===== config.mk =====
export PLATFORM = sky130hd
export DESIGN_NAME = panda_uart_tx_mmio_flat
export DESIGN_NICKNAME = d
export VERILOG_FILES = /design/src/rtl/panda_uart_tx_mmio_if.sv /design/src/rtl/panda_uart_tx_mmio.sv /design/src/flat_wrapper.sv
export SDC_FILE = /design/constraint.sdc
export NUM_CORES = 1
export LEC_CHECK = 0
export BUFFER_PORTS_ARGS = -buffer_cell sky130_fd_sc_hd__buf_2
export CORE_MARGIN = 5
export CORE_UTILIZATION = 50
export DETAILED_ROUTE_END_ITERATION = 7
export MAX_ROUTING_LAYER = met4
export PLACE_DENSITY = 0.72
export RECOVER_POWER = 25
export SETUP_SLACK_MARGIN = 0.15
export SYNTH_ARGS = -nofsm -noshare
export SYNTH_HDL_FRONTEND = slang
export SYNTH_SLANG_ARGS = --single-unit

===== constraint.sdc =====
create_clock -name clk_i -period 8.25 [get_ports clk_i]
set_input_delay 1.65 -clock clk_i [delete_from_list [all_inputs] [get_ports clk_i]]
set_output_delay 1.65 -clock clk_i [all_outputs]
set_load 0.05 [all_outputs]

===== src/rtl/panda_uart_tx_mmio_if.sv =====
// Data-port bundle between the core's address decoder and the UART transmitter.
// The master drives select/address/data/enables; the slave returns registered read data.
interface panda_uart_tx_mmio_if;
    logic        sel_i;
    logic [31:0] addr_i;
    logic [31:0] wdata_i;
    logic [3:0]  we_i;
    logic [31:0] rdata_o;

    modport master (output sel_i, addr_i, wdata_i, we_i, input rdata_o);
    modport slave  (input sel_i, addr_i, wdata_i, we_i, output rdata_o);
endinterface


===== src/rtl/panda_uart_tx_mmio.sv =====
// Memory-mapped 8N1 UART transmitter: software pushes bytes into a FIFO through TXDATA,
// an FSM serialises them LSB first on tx_o with a programmable bit period.
module panda_uart_tx_mmio #(
    parameter int unsigned FifoDepth    = 8,
    parameter logic [15:0] ResetBaudDiv = 16'd867
) (
    input  logic                 clk_i,
    input  logic                 rst_i,
    panda_uart_tx_mmio_if.slave  bus,
    output logic                 tx_o,
    output logic                 idle_o
);
    localparam int unsigned    PtrW      = (FifoDepth > 1) ? $clog2(FifoDepth) : 1;
    localparam logic [PtrW:0]  FullCount = (PtrW + 1)'(FifoDepth);
    localparam logic [PtrW:0]  CountOne  = (PtrW + 1)'(1);
    localparam logic [PtrW-1:0] PtrOne   = PtrW'(1);

    typedef enum logic [1:0] {
        ST_IDLE  = 2'd0,
        ST_START = 2'd1,
        ST_DATA  = 2'd2,
        ST_STOP  = 2'd3
    } state_e;

    state_e          state_q;
    logic [7:0]      shift_q;
    logic [2:0]      bit_idx_q;
    logic [15:0]     baud_q;
    logic            tx_q;
    logic            idle_q;
    logic [15:0]     bauddiv_q;
    logic            overflow_q;
    logic [31:0]     rdata_q;
    logic [31:0]     rdata_d;
    logic            tx_d;

    logic [7:0]      fifo_mem [FifoDepth];
    logic [PtrW-1:0] wr_ptr_q;
    logic [PtrW-1:0] rd_ptr_q;
    logic [PtrW:0]   count_q;

    logic [1:0]      reg_sel;
    logic            wr_txdata;
    logic            ovf_clr;
    logic            ovf_set;
    logic            bd_wr_lo;
    logic            bd_wr_hi;
    logic            fifo_full;
    logic            fifo_empty;
    logic            bit_done;
    logic            push;
    logic            pop;
    logic            busy;
    logic [7:0]      fifo_head;

    wire unused_bits = &{1'b0, bus.addr_i[31:4], bus.addr_i[1:0],
                         bus.wdata_i[31:16], bus.we_i[3:2]};

    always_comb begin
        reg_sel    = bus.addr_i[3:2];
        wr_txdata  = bus.sel_i && (reg_sel == 2'd0) && bus.we_i[0];
        ovf_clr    = bus.sel_i && (reg_sel == 2'd1) && bus.we_i[0] && bus.wdata_i[3];
        bd_wr_lo   = bus.sel_i && (reg_sel == 2'd2) && bus.we_i[0];
        bd_wr_hi   = bus.sel_i && (reg_sel == 2'd2) && bus.we_i[1];
        fifo_full  = (count_q == FullCount);
        fifo_empty = (count_q == '0);
        busy       = (state_q != ST_IDLE);
        fifo_head  = fifo_mem[rd_ptr_q];
        // Live compare: shrinking BAUDDIV mid-bit ends the bit at once.
        bit_done   = (baud_q >= bauddiv_q);
        pop        = !fifo_empty &&
                     ((state_q == ST_IDLE) || ((state_q == ST_STOP) && bit_done));
        // A same-edge pop frees the slot, so a push while full still lands.
        push       = wr_txdata && (!fifo_full || pop);
        ovf_set    = wr_txdata && fifo_full && !pop;
    end

    always_comb begin
        rdata_d = 32'd0;
        case (reg_sel)
            2'd1:    rdata_d = {28'd0, overflow_q, busy, fifo_empty, fifo_full};
            2'd2:    rdata_d = {16'd0, bauddiv_q};
            default: rdata_d = 32'd0;
        endcase
    end

    always_comb begin
        tx_d = 1'b1;
        case (state_q)
            ST_START: tx_d = 1'b0;
            ST_DATA:  tx_d = shift_q[0];
            default:  tx_d = 1'b1;
        endcase
    end

    always_ff @(posedge clk_i) begin
        if (push) begin
            fifo_mem[wr_ptr_q] <= bus.wdata_i[7:0];
        end
    end

    always_ff @(posedge clk_i or posedge rst_i) begin
        if (rst_i) begin
            wr_ptr_q <= '0;
            rd_ptr_q <= '0;
            count_q  <= '0;
        end else begin
            if (push) wr_ptr_q <= wr_ptr_q + PtrOne;
            if (pop)  rd_ptr_q <= rd_ptr_q + PtrOne;
            case ({push, pop})
                2'b10:   count_q <= count_q + CountOne;
                2'b01:   count_q <= count_q - CountOne;
                default: count_q <= count_q;
            endcase
        end
    end

    always_ff @(posedge clk_i or posedge rst_i) begin
        if (rst_i) begin
            bauddiv_q  <= ResetBaudDiv;
            overflow_q <= 1'b0;
            rdata_q    <= 32'd0;
        end else begin
            if (bd_wr_lo) bauddiv_q[7:0]  <= bus.wdata_i[7:0];
            if (bd_wr_hi) bauddiv_q[15:8] <= bus.wdata_i[15:8];
            if (ovf_set) begin
                overflow_q <= 1'b1;
            end else if (ovf_clr) begin
                overflow_q <= 1'b0;
            end
            if (bus.sel_i) rdata_q <= rdata_d;
        end
    end

    // tx_q trails state_q by one edge so every bit, including start, lasts BAUDDIV+1 cycles.
    always_ff @(posedge clk_i or posedge rst_i) begin
        if (rst_i) begin
            state_q   <= ST_IDLE;
            shift_q   <= 8'd0;
            bit_idx_q <= 3'd0;
            baud_q    <= 16'd0;
            tx_q      <= 1'b1;
            idle_q    <= 1'b1;
        end else begin
            tx_q   <= tx_d;
            idle_q <= (state_q == ST_IDLE) && fifo_empty;
            case (state_q)
                ST_IDLE: begin
                    if (!fifo_empty) begin
                        shift_q <= fifo_head;
                        baud_q  <= 16'd0;
                        state_q <= ST_START;
                    end
                end
                ST_START: begin
                    if (bit_done) begin
                        baud_q    <= 16'd0;
                        bit_idx_q <= 3'd0;
                        state_q   <= ST_DATA;
                    end else begin
                        baud_q <= baud_q + 16'd1;
                    end
                end
                ST_DATA: begin
                    if (bit_done) begin
                        baud_q    <= 16'd0;
                        shift_q   <= {1'b0, shift_q[7:1]};
                        bit_idx_q <= bit_idx_q + 3'd1;
                        if (bit_idx_q == 3'd7) state_q <= ST_STOP;
                    end else begin
                        baud_q <= baud_q + 16'd1;
                    end
                end
                ST_STOP: begin
                    if (bit_done) begin
                        baud_q <= 16'd0;
                        if (!fifo_empty) begin
                            shift_q <= fifo_head;
                            state_q <= ST_START;
                        end else begin
                            state_q <= ST_IDLE;
                        end
                    end else begin
                        baud_q <= baud_q + 16'd1;
                    end
                end
                default: state_q <= ST_IDLE;
            endcase
        end
    end

    assign bus.rdata_o = rdata_q;
    assign tx_o        = tx_q;
    assign idle_o      = idle_q;
endmodule


===== src/flat_wrapper.sv =====
// flat-port wrapper written by rule: the top's interface ports become plain ports
module panda_uart_tx_mmio_flat 
#(
    parameter int unsigned FifoDepth    = 8,
    parameter logic [15:0] ResetBaudDiv = 16'd867
)
  (clk_i, rst_i, tx_o, idle_o, bus_sel_i, bus_addr_i, bus_wdata_i, bus_we_i, bus_rdata_o);
  panda_uart_tx_mmio_if bus_i ();
  input  logic clk_i;
  input  logic rst_i;
  output logic tx_o;
  output logic idle_o;
  input wire logic [$bits(bus_i.sel_i)-1:0] bus_sel_i;
  input wire logic [$bits(bus_i.addr_i)-1:0] bus_addr_i;
  input wire logic [$bits(bus_i.wdata_i)-1:0] bus_wdata_i;
  input wire logic [$bits(bus_i.we_i)-1:0] bus_we_i;
  output wire logic [$bits(bus_i.rdata_o)-1:0] bus_rdata_o;
  assign bus_i.sel_i = bus_sel_i;
  assign bus_i.addr_i = bus_addr_i;
  assign bus_i.wdata_i = bus_wdata_i;
  assign bus_i.we_i = bus_we_i;
  assign bus_rdata_o = bus_i.rdata_o;
  panda_uart_tx_mmio #(.FifoDepth(FifoDepth), .ResetBaudDiv(ResetBaudDiv)) u_core (.clk_i(clk_i), .rst_i(rst_i), .bus(bus_i), .tx_o(tx_o), .idle_o(idle_o));
endmodule

==> flow_summary.yaml, run 1 <==
synthesis:
  synth-adder-area-share: 0.0591
  synth_edf_count: 64
  async_flop_share: 0.536
  syn_area_per_cell_sq_um: 12.8
  yosysTopAreaCell: "edfxtp_1"
  yosys.area_share.simple: 0.0926
  seq_area_frac_synth: 0.576
  ys_types: 59
  ys.flop_type: "dfrtp_1"
  synth_top_family_by_area: "multiplexers"
  yosysWarnings: 0
  postSynthCellCount: 513
  synth.area.mux_share: 0.117
  yosys_register_bits: 138
  synth_compound_area_frac: 0.0879
  synth_top_area_share: 0.293
  synth.area.top_cells: "edfxtp_1 (29%), dfrtp_1 (25%), ha_1 (5.9%)"
  synthXorXnorAreaFrac: 0.0107
  syn_area_sq_um: 6560
pwr:
  combPwrFrac: 0.274
  pwr_density_cell_nw_per_um2: 316
  seq_power_share: 0.406
  p_sw_frac: 0.318
  switchingPower_mw: 0.750
  pwr-share-clk: 0.321
  peakVddDrop_v: 0.000158
  leakagePower_nw: 3.07
  p_int_mw: 1.61
place:
  io_buffers: 40
  gp_congestion: 0.820
  place_hpwl_um: 9070
cts:
  cts_root_buf: "clkbuf_16"
  post-cts-setup-buffers: 0
  cts.path.max_buffers: 2
  cts-resized-gates: 0
  htree_levels: 4
  cts_made_buffers: 17
  clock_sinks: 138
  path_clk_slew_ns: 0.06
  cts_tree: "done"
  clk_latency_ns: 0.42
  postCtsHoldBufs: 0
route:
  met1_length_um: 5620
  highest_layer: "met4"
  vias: 4156
  wl_per_cell_um: 17.7
  drc: 0
  via_per_inst: 5.59
  drt_iter0_drc: 254
  finalWirelength_um: 13200
  wl_met2_um: 6590
  first_pass_iters: 5
  met3RoutedLength_um: 672
  ant_nets: 0
grt:
  antenna_found_initial: 0
  grt_pass1_vias: 4249
  grt_pass1_wl_um: 21800
  grt_max_degree: 75
  grt.total_usage: 0.183
  overflow: 0
die:
  initial_core_util: 0.516
  die-height_um: 125
  die_width_um: 125
  coreArea_sq_um: 12700
  std_cell_rows: 41
  die_area_sq_um: 15500
  pin_count: 105
worst_setup_path:
  cp_max_fo: 74
  cp.required_ns: 7.85
  crit_start: "rst_i"
  cp.arrival_ns: 4.61
  critPathCaptureType: "asynchronous set/reset pin"
  worstPathCellList: "buf_2 > inv_1 > clkbuf_1"
  slowest_stage: "clkbuf_1"
  r2r-end: "u_core.fifo_mem[5][7]$_DFFE_PP_"
  crit_end: "u_core.bauddiv_q[7]$_DFFE_PP0P_"
  reg2reg_from: "u_core.baud_q[13]$_DFFE_PP0N_"
  reg2reg_slack_ns: 4.80
  crit_type: "primary input to asynchronous set/reset pin"
  reg2reg_depth: 8
  slowest_delay_ns: 2.76
  start_kind: "primary input"
layout:
  synthToLayoutAreaGrowth_pct: 13.7
  multi_input_area_sq_um: 2470
  post-route-util: 0.587
  nets: 661
  seq_area_sq_um: 3780
  nFillCells: 1039
  antenna_cells: 0
  drive_gt1_frac: 0.226
run_status:
  failed_checks: "capacitance limit, slew limit"
  status: "finished with violations"
sta:
  fmax_mhz: 200
  fin_crit_ns: 5.01
  clock_skew_ns: 0.0102
  worstMarginPinSlew_ns: 3.97
  hold_viol: 0
  maxSlewHeadroom: -1.65
  fin_crit_sh: 0.607
  slew_violations: 75
  rsz0062_at_grt: "no"
  setup_viol: 0
  fin_tns_setup_ns: 0
flow_run:
  drv_cap: 1
min_path:
  holdCritPathClass: "flop to flop"
worst max-delay path, delay by kind of cell:
family | cells | cell delay, ns
buf+inv | 3 | 2.89
synth_stat cells (2+ instances only):
cell type / count
mux2i_1: 9
edfxtp_1: 64
mux2_2: 25
o22ai_1: 4
a21oi_1: 6
dfstp_2: 8
ha_1: 31
nand3_1: 24
a22o_1: 4
and3_1: 6
xnor2_1: 7
o21ai_0: 53
nand2_1: 37
o31ai_1: 2
buf_2: 3
dfrtp_1: 66
inv_1: 42
and2_1: 2
nand4_1: 5
buf_4: 17
a31oi_1: 3
nand2b_1: 4
clkbuf_1: 11
mux4_2: 16
nor2_1: 13
buf_1: 2
nor4_1: 3
and2b_1: 2
mux2_1: 2
and4_1: 3
nor3_1: 8
a22oi_1: 4
sequential cells by signal (all words and copies together) (netlist names):
signal and cells:
u_core.baud_q 16, u_core.state_q 2, u_core.fifo_mem 64, u_core.shift_q 8
u_core.tx_o 1, u_core.bit_idx_q 3, u_core.wr_ptr_q 3, u_core.idle_o 1
u_core.rd_ptr_q 3, u_core.overflow_q 1, u_core.bus.rdata_o 16, u_core.bauddiv_q 16
u_core.count_q 4
layout by cell type (no fill, tap or decap), drive strengths merged, types with 8 or more instances in the layout:
cell and count:
dfrtp 66, edfxtp 64, o21ai 54, inv 42, nand2 38, buf 37
clkbuf 32, ha 31, mux2 28, nand3 24, mux4 16, conb 16
nor2 14, nor3 10, mux2i 9, dfstp 8
routing by layer:
| layer | GRT usage | vias to the layer above |
|---|---|---|
| met5 | - | - |
| met4 | 0.0729 | 0 |
| met3 | 0.0463 | 29 |
| met2 | 0.293 | 133 |
| met1 | 0.224 | 2063 |
| li1 | - | 1931 |
how the worst min path moves through the flow:
stage / cells past startpoint / slack [ns] / start / endpoint
final: 2 / 0.49 / u_core.overflow_q$_DFFE_PP0P_ / u_core.overflow_q$_DFFE_PP0P_
after global routing: 1 / 0.52 / u_core.baud_q[15]$_DFFE_PP0N_ / u_core.baud_q[15]$_DFFE_PP0N_
after floorplan: 2 / 0.45 / u_core.overflow_q$_DFFE_PP0P_ / u_core.overflow_q$_DFFE_PP0P_
after global placement: 2 / 0.47 / u_core.overflow_q$_DFFE_PP0P_ / u_core.overflow_q$_DFFE_PP0P_
after detailed placement: 2 / 0.48 / u_core.overflow_q$_DFFE_PP0P_ / u_core.overflow_q$_DFFE_PP0P_
after CTS: 2 / 0.49 / u_core.overflow_q$_DFFE_PP0P_ / u_core.overflow_q$_DFFE_PP0P_
stage by stage:
step	hold WS [ns]	instances	total power, mW	cell area, sq um	setup slack, ns
floorplan	0.449	528	1.47	6620	4.67
global placement	0.469	712	1.58	6880	4.50
detailed placement	0.476	712	1.62	6880	4.38
CTS	0.489	744	2.38	7480	4.81
global route	0.518	744	2.50	7470	2.35
finish	0.486	744	2.36	7470	3.24
final cells by class:
| cell class | instances | area share |
|---|---|---|
| Multi-Input combinational cell | 313 | 0.331 |
| Tap cell | 172 | 0.0288 |
| Clock inverter | 9 | 0.0151 |
| Sequential cell | 138 | 0.507 |
| Clock buffer | 23 | 0.0655 |
| Inverter | 43 | 0.0216 |
| Timing Repair Buffer | 46 | 0.0310 |
power by group through the flow:
stage | sequential [mW] | clock [mW] | combinational, mW
2_1_floorplan | 0.928 | 0 | 0.547
3_3_place_gp | 0.962 | 0 | 0.617
3_5_place_dp | 0.969 | 0 | 0.648
4_1_cts | 0.957 | 0.767 | 0.652
5_1_grt | 0.977 | 0.808 | 0.715
6_report | 0.956 | 0.756 | 0.645
cell families (layout without fill, tap and decap cells):
logic type	after synthesis	count (layout)
buffers and inverters	77	121
multiplexers	53	53
AO/OA/AOI/OAI	90	90
other	1	16
AND/OR/NAND/NOR	115	115
XOR/XNOR	8	8
flip-flops	138	138
adder cells (fa/ha/maj)	31	31
Power figures use the tool's default switching activity.
==> inputs of run 2 (changes only) <==
--- a/config.mk
+++ b/config.mk
@@ -10,7 +10,7 @@
 export CORE_UTILIZATION = 50
 export DETAILED_ROUTE_END_ITERATION = 7
 export MAX_ROUTING_LAYER = met4
-export PLACE_DENSITY = 0.72
+export PLACE_DENSITY = 0.75
 export RECOVER_POWER = 25
 export SETUP_SLACK_MARGIN = 0.15
 export SYNTH_ARGS = -nofsm -noshare
==> constraint.sdc (replaced) <==
create_clock -name clk_i -period 4.21 [get_ports clk_i]
set_input_delay 0.842 -clock clk_i [delete_from_list [all_inputs] [get_ports clk_i]]
set_output_delay 0.842 -clock clk_i [all_outputs]
set_load 0.05 [all_outputs]
==> flow_summary.yaml, run 2 (synthesis results as in run 1) <==
run_status:
  status: "completed"
worst_setup_path:
  cp.arrival_ns: 3.50
  critPathCaptureType: "flop"
  cp_max_fo: 12
  crit_type: "flop to flop"
  reg2reg_depth: 10
  start_kind: "flop"
  reg2reg_from: "u_core.baud_q[13]$_DFFE_PP0N_"
  crit_end: "u_core.fifo_mem[3][6]$_DFFE_PP_"
  crit_start: "u_core.baud_q[13]$_DFFE_PP0N_"
  reg2reg_slack_ns: 0.84
  worstPathCellList: "ha_1 > nand4_1 > nor3_1 > nand3b_1 > nand3_1 > buf_4 > a211o_1 > nand2_2 > nor3_1 > buf_4"
  slowest_delay_ns: 0.72
  r2r-end: "u_core.fifo_mem[3][6]$_DFFE_PP_"
  slowest_stage: "nor3_1"
  cp.required_ns: 4.34
cts:
  cts_root_buf: "clkbuf_16"
  clk_latency_ns: 0.41
  cts.path.max_buffers: 2
  post-cts-setup-buffers: 0
  path_clk_slew_ns: 0.06
  cts_made_buffers: 17
  cts_tree: "done"
  clock_sinks: 138
  cts-resized-gates: 0
  postCtsHoldBufs: 0
  htree_levels: 4
route:
  drt_iter0_drc: 259
  wl_per_cell_um: 18.0
  finalWirelength_um: 13500
  ant_nets: 0
  vias: 4218
  first_pass_iters: 5
  via_per_inst: 5.63
  drc: 0
min_path:
  hold_depth: 2
  holdCritPathClass: "flop to flop"
  hp-start: "u_core.shift_q[0]$_DFFE_PP0P_"
sta:
  worst_slack_ns: 0.836
  slew_violations: 0
  fmax_mhz: 296
  fin_tns_setup_ns: 0
  hold_viol: 0
  fin_crit_ns: 3.37
  rsz0062_at_grt: "no"
  setup_viol: 0
  fin_crit_sh: 0.801
  worstMarginPinSlew_ns: 1.44
  maxSlewHeadroom: 0.0367
  clock_skew_ns: 0.00957
  holdWs_ns: 0.482
layout:
  nFillCells: 1016
  largest_reg_flops: 64
  synthToLayoutAreaGrowth_pct: 13.9
  post-route-util: 0.588
  final_common_cell: "dfrtp_1"
  stdcell_area_sq_um: 7470
  nets: 666
  drive_gt1_frac: 0.237
  layout_common_cells: "dfrtp_1 (66), edfxtp_1 (64), o21ai_0 (53), inv_1 (42), nand2_1 (37)"
  antenna_cells: 0
  regMostFlops: "u_core.fifo_mem"
pwr:
  peakVddDrop_v: 0.000298
  leakagePower_nw: 3.08
  pwr_density_cell_nw_per_um2: 613
place:
  placed_cell_area_sq_um: 6920
  place_hpwl_um: 9360
  gp_congestion: 0.806
  place_ws_ns: 0.874
  io_buffers: 40
grt:
  grt_max_degree: 39
  overflow: 0
  antenna_found_initial: 0
  grt_pass1_wl_um: 22300
  grt.total_usage: 0.187
  grt_pass1_vias: 4289
die:
  die_width_um: 125
  coreArea_sq_um: 12700
  die-height_um: 125
  die_area_sq_um: 15500
  std_cell_rows: 41
  initial_core_util: 0.516
  pin_count: 105
flow_run:
  drv_cap: 0
[run 2: cell type report]
type	instances	area, sq um	area share
Sequential cell	138	3780	0.506
Multi-Input combinational cell	313	2470	0.331
Clock buffer	18	429	0.0574
Timing Repair Buffer	51	273	0.0365
Tap cell	172	215	0.0288
Inverter	43	161	0.0216
Clock inverter	14	140	0.0187
[run 2: stage by stage]
stage / total power, mW / instances
2_1_floorplan: 2.89 / 528
3_3_place_gp: 3.10 / 717
3_5_place_dp: 3.18 / 717
4_1_cts: 4.61 / 749
5_1_grt: 4.84 / 749
6_report: 4.58 / 749
[run 2: critical path, delay by kind of cell, from the launching register on]
kind                       cells  cell delay (ns)
adders and majority gates      1             0.33
and+or+nand+nor                6             1.60
DFF                            1             0.44
AOI/OAI and AO/OA              1             0.24
buffers and inverters          2             0.46
[run 2: worst min path at each step]
stage                     slack [ns]                            end
after floorplan                 0.45  u_core.overflow_q$_DFFE_PP0P_
after global routing            0.53  u_core.shift_q[1]$_DFFE_PP0P_
after global placement          0.46  u_core.overflow_q$_DFFE_PP0P_
final                           0.48          u_core.tx_o$_DFF_PP1_
after CTS                       0.48  u_core.overflow_q$_DFFE_PP0P_
after detailed placement        0.47  u_core.overflow_q$_DFFE_PP0P_
[run 2: power breakdown]
group	internal, mW	total, mW	switching (mW)
combinational	0.607	1.29	0.680
clock	0.825	1.42	0.594
sequential	1.61	1.87	0.264
[run 2: routing by layer]
layer / global-route usage / up-vias / share of wire
met4: 0.0709 / 0 / 0.021
met1: 0.233 / 2126 / 0.43
met2: 0.300 / 131 / 0.50
li1: - / 1940 / -
met3: 0.0425 / 21 / 0.047
met5: - / - / 0
==> inputs of run 3 (changes only) <==
==> constraint.sdc (replaced) <==
create_clock -name clk_i -period 3 [get_ports clk_i]
set_input_delay 0.6 -clock clk_i [delete_from_list [all_inputs] [get_ports clk_i]]
set_output_delay 0.6 -clock clk_i [all_outputs]
set_load 0.05 [all_outputs]
==> flow_summary.yaml, run 3 (synthesis results as in run 1) <==
run_status:
  status: "completed"
place:
  place_hpwl_um: 9700
  io_buffers: 40
  dp.cells: 728
  placed_cell_area_sq_um: 7020
  gp_congestion: 0.839
layout:
  stdcell_count: 769
  final_common_cell: "dfrtp_1"
  nFillCells: 973
  post-route-util: 0.609
  synthToLayoutAreaGrowth_pct: 18.1
  stdcell_area_sq_um: 7750
  antenna_cells: 0
  drive_gt1_frac: 0.281
  layout_common_cells: "dfrtp_1 (66), edfxtp_1 (64), o21ai_0 (53), inv_1 (42), nand2_1 (37)"
  largest_reg_flops: 64
  nets: 686
  regMostFlops: "u_core.fifo_mem"
die:
  die-height_um: 125
  die_width_um: 125
  pin_count: 105
  std_cell_rows: 41
  initial_core_util: 0.516
  coreArea_sq_um: 12700
  die_area_sq_um: 15500
pwr:
  pwr_density_cell_nw_per_um2: 849
  p_sw_frac: 0.330
  peakVddDrop_v: 0.000437
  switchingPower_mw: 2.17
  leakagePower_nw: 3.21
  p_int_mw: 4.41
  pwr-share-clk: 0.303
  seq_power_share: 0.395
  finalPower_mw: 6.58
  combPwrFrac: 0.301
worst_setup_path:
  reg2reg_from: "u_core.bauddiv_q[0]$_DFFE_PP1P_"
  cp.required_ns: 3.34
  reg2reg_slack_ns: 0.23
  critPathCaptureType: "flop"
  worstPathCellList: "ha_1 > nand2b_4 > a2111oi_4 > nand3b_1 > buf_4 > nand4_2 > o211a_4 > nand2_1 > xnor2_1 > ha_1 > nor3_2 > a22oi_2 > xnor2_1"
  slowest_delay_ns: 0.56
  reg2reg_depth: 13
  cp.arrival_ns: 3.11
  slowest_stage: "dfstp_2"
  start_kind: "flop"
  crit_type: "flop to flop"
  crit_start: "u_core.bauddiv_q[0]$_DFFE_PP1P_"
  cp_max_fo: 3
  r2r-end: "u_core.count_q[2]$_DFFE_PP0P_"
sta:
  hold_viol: 0
  slew_violations: 0
  fin_crit_ns: 2.77
  clock_skew_ns: 0.0107
  worstMarginPinSlew_ns: 1.04
  rsz0062_at_grt: "yes"
  setup_viol: 0
  fin_tns_setup_ns: 0
  fmax_mhz: 360
  maxSlewHeadroom: 0.304
  fin_crit_sh: 0.925
cts:
  cts_root_buf: "clkbuf_16"
  cts_tree: "done"
  htree_levels: 4
  cts.path.max_buffers: 2
  clk_latency_ns: 0.42
  path_clk_slew_ns: 0.06
  cts_made_buffers: 17
  clock_sinks: 138
grt:
  grt_pass1_vias: 4455
  antenna_found_initial: 0
  grt_max_degree: 34
  grt_pass1_wl_um: 23000
  grt.total_usage: 0.193
  overflow: 0
flow_run:
  drv_cap: 0
route:
  finalWirelength_um: 14300
  vias: 4326
  via_per_inst: 5.63
  first_pass_iters: 5
  ant_nets: 0
  drt_iter0_drc: 249
  drc: 0
  wl_per_cell_um: 18.6
min_path:
  holdCritPathClass: "primary input to flop"
  hp-start: "bus_wdata_i[10]"
  holdPathEnd: "u_core.bauddiv_q[10]$_DFFE_PP0P_"
  hold_depth: 2
==> run 3: cell count changes in the layout (fill, tap and decap cells not counted), sizes merged <==
cell,change
buf,+20
bufinv,+1
clkbuf,+2
clkinvlp,+1
inv,-4
==> run 3: worst max-delay path by stage <==
stage                     slack (ns)  cells past startpoint                              end
after floorplan                 0.32                      9  u_core.fifo_mem[1][0]$_DFFE_PP_
after CTS                       0.15                     11  u_core.fifo_mem[1][1]$_DFFE_PP_
after global placement          0.11                      9  u_core.fifo_mem[5][2]$_DFFE_PP_
final                           0.23                     13    u_core.count_q[2]$_DFFE_PP0P_
after detailed placement       -0.02                      9  u_core.fifo_mem[7][0]$_DFFE_PP_
after global routing            0.08                     13    u_core.count_q[2]$_DFFE_PP0P_
==> run 3: cell type report <==
| class | instances | area, sq um | share of cell area |
|---|---|---|---|
| timing repair buffer | 71 | 439 | 0.0567 |
| multi-input combinational | 313 | 2580 | 0.334 |
| sequential | 138 | 3780 | 0.488 |
| clock inverter | 12 | 129 | 0.0166 |
| tap | 172 | 215 | 0.0278 |
| clock buffer | 20 | 437 | 0.0563 |
| inverter | 43 | 161 | 0.0208 |
==> run 3: routing by layer <==
metal	vias to the layer above	track usage	part of all wire
met5	-	-	0
met4	0	0.0703	0.017
met3	23	0.0467	0.053
met2	141	0.321	0.51
met1	2178	0.230	0.42
li1	1984	-	-
==> run 3: timing repair <==
item | in CTS | in global routing
hold buffers | 0 | 0
gates resized for setup | 4 | 17
endpoints found under the hold margin | 0 | 0
buffers inserted | 0 | 9
setup endpoints to repair | 57 | 80
pin swaps | 1 | 10
==> run 3: power groups by stage <==
stage	Sequential (mW)	Combinational [mW]	Clock [mW]
final	2.60	1.98	2.00
after global routing	2.65	2.18	2.12
after CTS	2.60	1.91	2.01
after detailed placement	2.63	1.89	0
after global placement	2.61	1.79	0
after floorplan	2.56	1.50	0
==> run 3: stage by stage <==
step / hold WS [ns] / setup slack [ns]
floorplan: 0.449 / 0.318
global placement: 0.470 / 0.115
detailed placement: 0.480 / -0.0178
CTS: 0.254 / 0.153
global route: 0.410 / 0.0843
finish: 0.415 / 0.226
==> run 3: critical path, delay by kind of cell, from the launching register on <==
kind / cells / cell delay [ns]
AO/OA/AOI/OAI: 3 / 0.67
flip-flops: 1 / 0.56
AND/OR/NAND/NOR: 5 / 0.59
XOR/XNOR: 2 / 0.27
adder cells (fa/ha/maj): 2 / 0.51
buffers and inverters: 1 / 0.12
